**config.mk**
```make
export PLATFORM = sky130hd
export DESIGN_NAME = ram_sync_param
export DESIGN_NICKNAME = d
export VERILOG_FILES = /design/src/rtl/ram_pkg.sv /design/src/rtl/ram_array.sv /design/src/rtl/ram_sync_param.sv
export SDC_FILE = /design/constraint.sdc
export NUM_CORES = 1
export LEC_CHECK = 0
export CORE_ASPECT_RATIO = 0.6
export CORE_MARGIN = 4
export CORE_UTILIZATION = 35
export CTS_CLUSTER_DIAMETER = 30
export DETAILED_ROUTE_END_ITERATION = 8
export DONT_BUFFER_PORTS = 1
export PLACE_DENSITY = 0.54
export SETUP_SLACK_MARGIN = 0.05
export SYNTH_ARGS = -nofsm -noshare
export SYNTH_HDL_FRONTEND = slang
export SYNTH_SLANG_ARGS = --single-unit
```
**constraint.sdc**
```tcl
create_clock -name clk -period 3.6 [get_ports clk]
set_clock_uncertainty 0.2 [all_clocks]
set_input_delay 0.54 -clock clk [delete_from_list [all_inputs] [get_ports clk]]
set_output_delay 0.54 -clock clk [all_outputs]
set_load 0.01 [all_outputs]
```
**src/rtl/ram_pkg.sv**
```systemverilog
// Shared definitions for ram_sync_param: FSM state encoding, default geometry
// and the even-parity helper used by both the RTL and its bench.
package ram_pkg;

    typedef enum logic {
        ST_CLEAR = 1'b0,
        ST_IDLE  = 1'b1
    } state_t;

    localparam int DEF_DATA_W = 8;
    localparam int DEF_ADDR_W = 7;
    localparam int DEF_DEPTH  = 128;

    // Widest word the parity helper covers; zero-extension does not change XOR.
    localparam int PARITY_MAX_W = 64;

    function automatic logic parity(input logic [PARITY_MAX_W-1:0] word);
        return ^word;
    endfunction

endpackage

```
**src/rtl/ram_array.sv**
```systemverilog
// Storage for ram_sync_param: one write port and one synchronous read port.
// Holds no control logic; the caller guarantees addresses are below DEPTH.
module ram_array #(
    parameter int WIDTH  = 8,
    parameter int ADDR_W = 7,
    parameter int DEPTH  = 128
) (
    input  logic              clk,
    input  logic              we,
    input  logic [ADDR_W-1:0] waddr,
    input  logic [WIDTH-1:0]  wdata,
    input  logic              re,
    input  logic [ADDR_W-1:0] raddr,
    output logic [WIDTH-1:0]  rdata
);

    logic [WIDTH-1:0] mem [DEPTH];

    // NOTE: the array and its read register carry no reset so they map onto
    // block RAM; the top zeroes contents with its clear sweep instead.
    always_ff @(posedge clk) begin
        if (we) begin
            mem[waddr] <= wdata;
        end
        if (re) begin
            rdata <= mem[raddr];
        end
    end

endmodule

```
**src/rtl/ram_sync_param.sv**
```systemverilog
// Parametrised single-port synchronous RAM with dual chip select, clear sweep,
// registered read with rd_valid and error pulses. Optional macro: RAM_PARITY_EN.
module ram_sync_param
    import ram_pkg::*;
#(
    parameter int DATA_W         = DEF_DATA_W,
    parameter int ADDR_W         = DEF_ADDR_W,
    parameter int DEPTH          = DEF_DEPTH,
    parameter int CLEAR_ON_RESET = 1
) (
    input  logic              clk,
    input  logic              rst,
    input  logic              cs1,
    input  logic              cs2,
    input  logic              rd,
    input  logic              wr,
    input  logic [ADDR_W-1:0] addr,
    input  logic [DATA_W-1:0] wr_data,
`ifdef RAM_PARITY_EN
    input  logic              perr_inject,
    output logic              rd_perr,
`endif
    output logic [DATA_W-1:0] rd_data,
    output logic              rd_valid,
    output logic              ready,
    output logic              err
);

`ifdef RAM_PARITY_EN
    localparam int WORD_W = DATA_W + 1;
`else
    localparam int WORD_W = DATA_W;
`endif

    localparam logic [ADDR_W:0] DEPTH_C   = (ADDR_W+1)'(DEPTH);
    localparam logic [ADDR_W:0] LAST_C    = (ADDR_W+1)'(DEPTH - 1);
    localparam state_t          RST_STATE = (CLEAR_ON_RESET != 0) ? ST_CLEAR : ST_IDLE;

    state_t              state, state_nxt;
    logic [ADDR_W:0]     clr_cnt, clr_cnt_nxt;
    logic                clr_we;

    logic                sel, in_range, req_ok, acc_rd, acc_wr, bad_req;
    logic                arr_we, arr_re;
    logic [ADDR_W-1:0]   arr_waddr;
    logic [WORD_W-1:0]   arr_wdata, arr_q, wr_word;
    logic                rd_zero;

    // Request decode; the extra counter/compare bit keeps DEPTH = 2**ADDR_W exact.
    assign sel      = cs1 & ~cs2;
    assign ready    = (state == ST_IDLE);
    assign in_range = ({1'b0, addr} < DEPTH_C);
    assign req_ok   = ready & sel & (rd ^ wr);
    assign acc_rd   = req_ok & rd;
    assign acc_wr   = req_ok & wr;
    assign bad_req  = ready & sel & ((rd & wr) | ((rd ^ wr) & ~in_range));

`ifdef RAM_PARITY_EN
    assign wr_word = {parity(PARITY_MAX_W'(wr_data)) ^ perr_inject, wr_data};
`else
    assign wr_word = wr_data;
`endif

    always_comb begin
        // NOTE: every output of this block gets a default first, so no path
        // leaves one unassigned and no latch is inferred.
        state_nxt   = state;
        clr_cnt_nxt = clr_cnt;
        clr_we      = 1'b0;
        case (state)
            ST_CLEAR: begin
                clr_we      = 1'b1;
                clr_cnt_nxt = clr_cnt + 1'b1;
                if (clr_cnt == LAST_C) begin
                    state_nxt = ST_IDLE;
                end
            end
            ST_IDLE: begin
                state_nxt = ST_IDLE;
            end
            default: begin
                state_nxt = ST_IDLE;
            end
        endcase
    end

    // The clear sweep owns the write port; bus traffic is ignored meanwhile.
    assign arr_we    = clr_we | (acc_wr & in_range);
    assign arr_waddr = clr_we ? clr_cnt[ADDR_W-1:0] : addr;
    assign arr_wdata = clr_we ? '0 : wr_word;
    assign arr_re    = acc_rd & in_range;

    ram_array #(
        .WIDTH  (WORD_W),
        .ADDR_W (ADDR_W),
        .DEPTH  (DEPTH)
    ) u_array (
        .clk   (clk),
        .we    (arr_we),
        .waddr (arr_waddr),
        .wdata (arr_wdata),
        .re    (arr_re),
        .raddr (addr),
        .rdata (arr_q)
    );

    // NOTE: sequential state uses non-blocking assignments so every flop
    // samples pre-edge values regardless of statement order.
    always_ff @(posedge clk or posedge rst) begin
        if (rst) begin
            state    <= RST_STATE;
            clr_cnt  <= '0;
            rd_valid <= 1'b0;
            err      <= 1'b0;
            rd_zero  <= 1'b1;
        end else begin
            state    <= state_nxt;
            clr_cnt  <= clr_cnt_nxt;
            rd_valid <= acc_rd;
            err      <= bad_req;
            if (acc_rd) begin
                rd_zero <= ~in_range;
            end
        end
    end

    // rd_zero masks the unreset array register: zero after reset and for
    // out-of-range reads, otherwise the word captured at the accepting edge.
    assign rd_data = rd_zero ? '0 : arr_q[DATA_W-1:0];

`ifdef RAM_PARITY_EN
    assign rd_perr = ~rd_zero & (arr_q[DATA_W] != parity(PARITY_MAX_W'(arr_q[DATA_W-1:0])));
`endif

endmodule

```
Yosys cells after proc, flatten, opt, wreduce, memory -nomap -nowiden --
Memories as Yosys holds them, arrays and structs flattened. A register that Yosys moved wholly into a read port is not among the register bits. Index checks and enable logic that the tools add are counted.
Word-level totals: register bits 12, bits in writable memories 1024, bits of input ports 21, output and inout port bits 11, logic and storage cells 27, memories kept 1
Memories:
- u_array.mem | depth 128, bits a word 8, rd ports 1, clocked after memory_dff 1, write ports 1, RTL line ram_array.sv:17 | logic [WIDTH-1:0] mem [DEPTH];
Operators by class: $add $sub $neg 1, equality and inequality tests 1, muxes and demuxes 8, bitwise gates (word level) 11
Operators with widths (count):
- 8-bit 2-to-1 mux | 2
- 8-bit by 1-bit adder with 8-bit output (second input constant) | 1
- 8-bit by 7-bit == test with 1-bit output (second input constant) | 1
- 1-bit bitwise AND | 7
- 7-bit 2-to-1 mux | 1
- 1-bit 2-to-1 mux | 4
- 1-bit NOT | 2
- 1-bit one-hot mux with 2 select lines | 1
- 1-bit bitwise OR | 1
- 1-bit bitwise XOR | 1

Depth between registers and ports, before layout --
depth after elaboration 8, depth in mapped cells 8

Modules after synthesis --
Synthesis repeated with hierarchy kept, for this count alone.
Unflattened totals: cells, all modules 1701, area total of the unflattened synthesis 40466.3 µm²
Modules (own cells, without submodules):
- ram_array | times used 1, cells an instance 1635, area each 39745.6 µm²
- ram_sync_param | times used 1, cells an instance 66, area each 720.7 µm²

Worst setup path after synthesis --
Ideal clock, no wire load.
path type reg2reg, from register state, in the netlist ready, to memory u_array.mem[0][0] (data pin), setup time 534 ps, data arrival time 2982 ps, slack -115 ps, stages on the path, launching flop included 5, cell sequence dfrtp_1 > clkbuf_1 > clkbuf_1 > clkbuf_1 > and2_1
Between the ends: cells in the longest elaborated chain, start to end 1
Ends and longest elaborated chain:
- from (decl) | RTL line ram_sync_param.sv:39 | state_t state, state_nxt;
- from (signal assigned) | RTL line ram_sync_param.sv:117 | state <= state_nxt;
- 8-bit 2-to-1 mux | RTL line ram_sync_param.sv:90 | assign arr_wdata = clr_we ? '0 : wr_word;
- via arr_wdata[0] | RTL line ram_sync_param.sv:46 | logic [WORD_W-1:0] arr_wdata, arr_q, wr_word;
- to (decl) | RTL line ram_array.sv:17
The timed path passes the listed nets, and every way through them passes these cells.

Worst setup path in the final report --
from register state, in the netlist ready, to memory u_array.mem[35][6] (enable)
Between the ends: cells in the longest elaborated chain, start to end 6, elaborated cells between the ends (all ways) 8, classes of those cells mux (4); bitwise (4)
Ends and longest elaborated chain:
- 1-bit bitwise AND (2 in series) | RTL line ram_sync_param.sv:53 | assign req_ok = ready & sel & (rd ^ wr);
- 1-bit bitwise AND | RTL line ram_sync_param.sv:55 | assign acc_wr = req_ok & wr;
- 1-bit bitwise OR | RTL line ram_sync_param.sv:88 | assign arr_we = clr_we | (acc_wr & in_range);
- 1-bit 2-to-1 mux | RTL line ram_array.sv:22 | if (we) begin
- 1-bit 2-to-1 mux (implied by the code) | RTL line ram_array.sv:23 | mem[waddr] <= wdata;
Several ways; a longest one is shown, not always the timed one.

==> impl_metrics.csv <==
group,metric,value,unit
critical_path,start_kind,"flop",
critical_path,r2r_slack,0.18,ns
pwr,finalPower,26600,uW
sta,tightest_slew,1.30,ns
clock_tree,htreeDepth,4,
die,boundaryPins,32,
critical_path,crit_chain,"clkinv_1, o31ai_1, nand2_1, nor2_1, buf_4",
pwr,max-vdd-ir-drop,320,uV
synthesis,syn_avg_cell_area,23.6,um2
sta,slew_headroom,13.6,%
final_layout,layout_common_cells,"edfxtp_1, mux4_2, buf_4, clkbuf_16, nor2_1",
clock_tree,numClockSinks,1044,
critical_path,cp.arrival,3.64,ns
die,rows,96,
clock_tree,cts_hold_buf,4,
pwr,p_per_area,559,nW/um2
worst_hold_path,hold_depth,2,
global_route,grt_max_degree,260,
clock_tree,clk_latency,0.74,ns
worst_hold_path,worstHoldStart,"addr[6]",
critical_path,r2r_cells,5,
synthesis,postSynthCellCount,1712,
clock_tree,tritoncts,"yes",
route,route.detailed.drc,0,
synthesis,netlist_area,40400,um2
sta,rsz0062_at_grt,"no",
route,viasPerCell,5.41,
synthesis,ys_warn_count,0,
critical_path,crit_type,"reg -> reg",
pwr,leakage,0.0121,uW
global_route,grt.total_usage,16.9,%
critical_path,path_delay_family,"compound AO/OA/AOI/OAI gates",
critical_path,path_max_fanout,9,
global_route,grt_pass1_wl,145,mm
clock_tree,cts_root_buf,"clkbuf_16",
critical_path,cp.depth,5,
place,dp_slack,0.265,ns
sta,hold_viol_final,0,
global_route,grt_pass1_vias,19400,
critical_path,crit_buf_inv,2,
route,first_pass_iters,5,
critical_path,worst_path_max_delay_cell,"o31ai_1",
clock_tree,clk_pin_slew,0.06,ns
route,drtIter0Drc,2374,
outcome,status,"complete, no violations",
final_layout,drive_gt1_share,36.0,%
die,die_y,271,um
sta,period_share,95.1,%
sta,drv_slew,0,
die,start_util,35.3,%
worst_hold_path,min_path_type,"in -> reg",
final_layout,multi_input_area,8750,um2
final_layout,nets,1937,
route,wirelength,102,mm
clock_tree,cts_resized,0,
final_layout,fillerInstances,9800,
sta,setup_viol,0,
critical_path,reg2reg_to,"u_array.mem[35][6]$_DFFE_PP_",
synthesis,synth-seq-area-share,77.4,%
die,die_w,447,um
die,core,114000,um2
synthesis,synth_fp_nets,1735,
route,antenna_left,0,
final_layout,mostFrequentLayoutCell,"edfxtp_1",
global_route,antenna_found_initial,15,
critical_path,required,3.81,ns
synthesis,synth_seq_cells,1044,
sta,fin_tns_setup,0,ns
place,gp_congestion,0.764,
final_layout,area_growth,17.9,%
place,dpl.hpwl,60.0,mm
global_route,grt_remaining_overflow,0,
critical_path,max_stage_delay,1.10,ns
place,numPortBuffers,0,
critical_path,timing.rr.start,"ready$_DFF_PP0_",
clock_tree,clockBufferDepth,3,
sta,period_minus_slack,3.42,ns
clock_tree,numCtsBuffers,135,
die,die_area,121000,um2
clock_tree,cts_setup_buffers,0,
worst_hold_path,min_to,"u_array.rdata[1]$_DFFE_PP_",
final_layout,regArea,31300,um2
synthesis,synth.distinct_cells,35,
route,vias,19200,
route,routedWlPerCell,28.7,um
sta,max_freq,292,MHz
sta,fin_ws,0.176,ns
critical_path,cp-end-kind,"flop",
job,max_cap_violations,0,
cells by family (layout without fill, tap and decap cells):
family	count (synthesis)	count (layout)	synth area share, %
AO/OA/AOI/OAI	13	13	0.260
XOR/XNOR	7	7	0.152
adder cells (fa/ha/maj)	2	2	0.0619
buffers and inverters	96	409	1.04
flip-flops	1044	1044	77.4
multiplexers	347	347	19.0
other	0	1	0
AND/OR/NAND/NOR	203	203	2.11
layer usage:
| metal | vias to the layer above | track usage, % | wire length (um) |
|---|---|---|---|
| met1 | 10500 | 25.7 | 45900 |
| met4 | 8 | 4.82 | 1870 |
| met2 | 812 | 22.8 | 43100 |
| met3 | 142 | 6.02 | 10900 |
| met5 | - | 0 | 51 |
| li1 | 7762 | - | - |
worst register-to-register path: cells and delay by family (launching register included):
kind                   cells  cell delay [ns]
AOI/OAI and AO/OA          1             1.10
and+or+nand+nor            2             0.86
buffers and inverters      2             0.61
DFF                        1             0.35
cell usage after synthesis:
cell type,n,area share (%)
edfxtp_1,1032,77
nand2b_1,3,0.046
o41ai_1,1,0.022
dfrtp_1,11,0.68
mux2_2,10,0.28
nor3_1,2,0.025
or3_1,1,0.015
inv_1,5,0.046
and3_1,1,0.015
buf_2,24,0.30
nand2_1,26,0.24
nand4b_1,1,0.022
o31ai_1,1,0.019
o21ai_0,3,0.037
nor2b_1,9,0.14
nand3_1,14,0.17
o32ai_1,3,0.065
nand4_1,2,0.031
and2_1,8,0.12
buf_6,3,0.084
dfstp_2,1,0.065
buf_4,2,0.037
and4_1,1,0.022
xor2_1,2,0.043
inv_2,1,0.0093
clkbuf_1,54,0.50
ha_1,2,0.062
clkinv_1,1,0.0093
nor2_1,135,1.3
a32o_1,3,0.074
mux2i_1,1,0.025
xnor2_1,5,0.11
buf_1,6,0.056
mux4_2,336,19
a22o_1,2,0.043
area by class of cell:
cell class	count	area share (%)
timing repair buffer	154	2.63
antenna	1	0.00525
multi-input combinational	572	18.4
clock inverter	100	2.03
clock buffer	148	7.32
inverter	7	0.0551
sequential	1044	65.6
tap	1519	3.99
state kept, by name (all words and copies together), names as in the netlist:
register	flops
clr_cnt	8
err	1
rd_valid	1
rd_zero	1
ready	1
u_array.mem	1024
u_array.rdata	8
per-stage QoR:
stage / util [%] / instance area, um2 / hold WS (ns) / cells
floorplan: - / 40500 / 0.204 / 1712
global placement: 37.7 / 43200 / 0.259 / 3292
detailed placement: 37.7 / 43200 / 0.276 / 3292
CTS: 41.7 / 47700 / 0.00597 / 3544
global route: 41.7 / 47700 / 0.0321 / 3545
finish: 41.7 / 47700 / 0.0655 / 3545
report_power, final:
part	leakage, uW	switching, uW	internal, uW	total, uW
Combinational	0.00269	21.0	154	175
Sequential	0.00729	0	13200	13200
Clock	0.00215	5430	7880	13300
Total	0.0121	5450	21200	26600
worst max-delay path by stage:
stage               slack (ns)       startpoint                      endpoint
detailed placement        0.26  ready$_DFF_PP0_  u_array.mem[35][2]$_DFFE_PP_
global placement          0.29  ready$_DFF_PP0_  u_array.mem[98][4]$_DFFE_PP_
CTS                       0.25  ready$_DFF_PP0_  u_array.mem[35][6]$_DFFE_PP_
finish                    0.18  ready$_DFF_PP0_  u_array.mem[35][6]$_DFFE_PP_
floorplan                 0.21          addr[0]    u_array.rdata[0]$_DFFE_PP_
global route              0.12  ready$_DFF_PP0_  u_array.mem[37][7]$_DFFE_PP_
No activity file was read; power rests on OpenSTA's default activity.
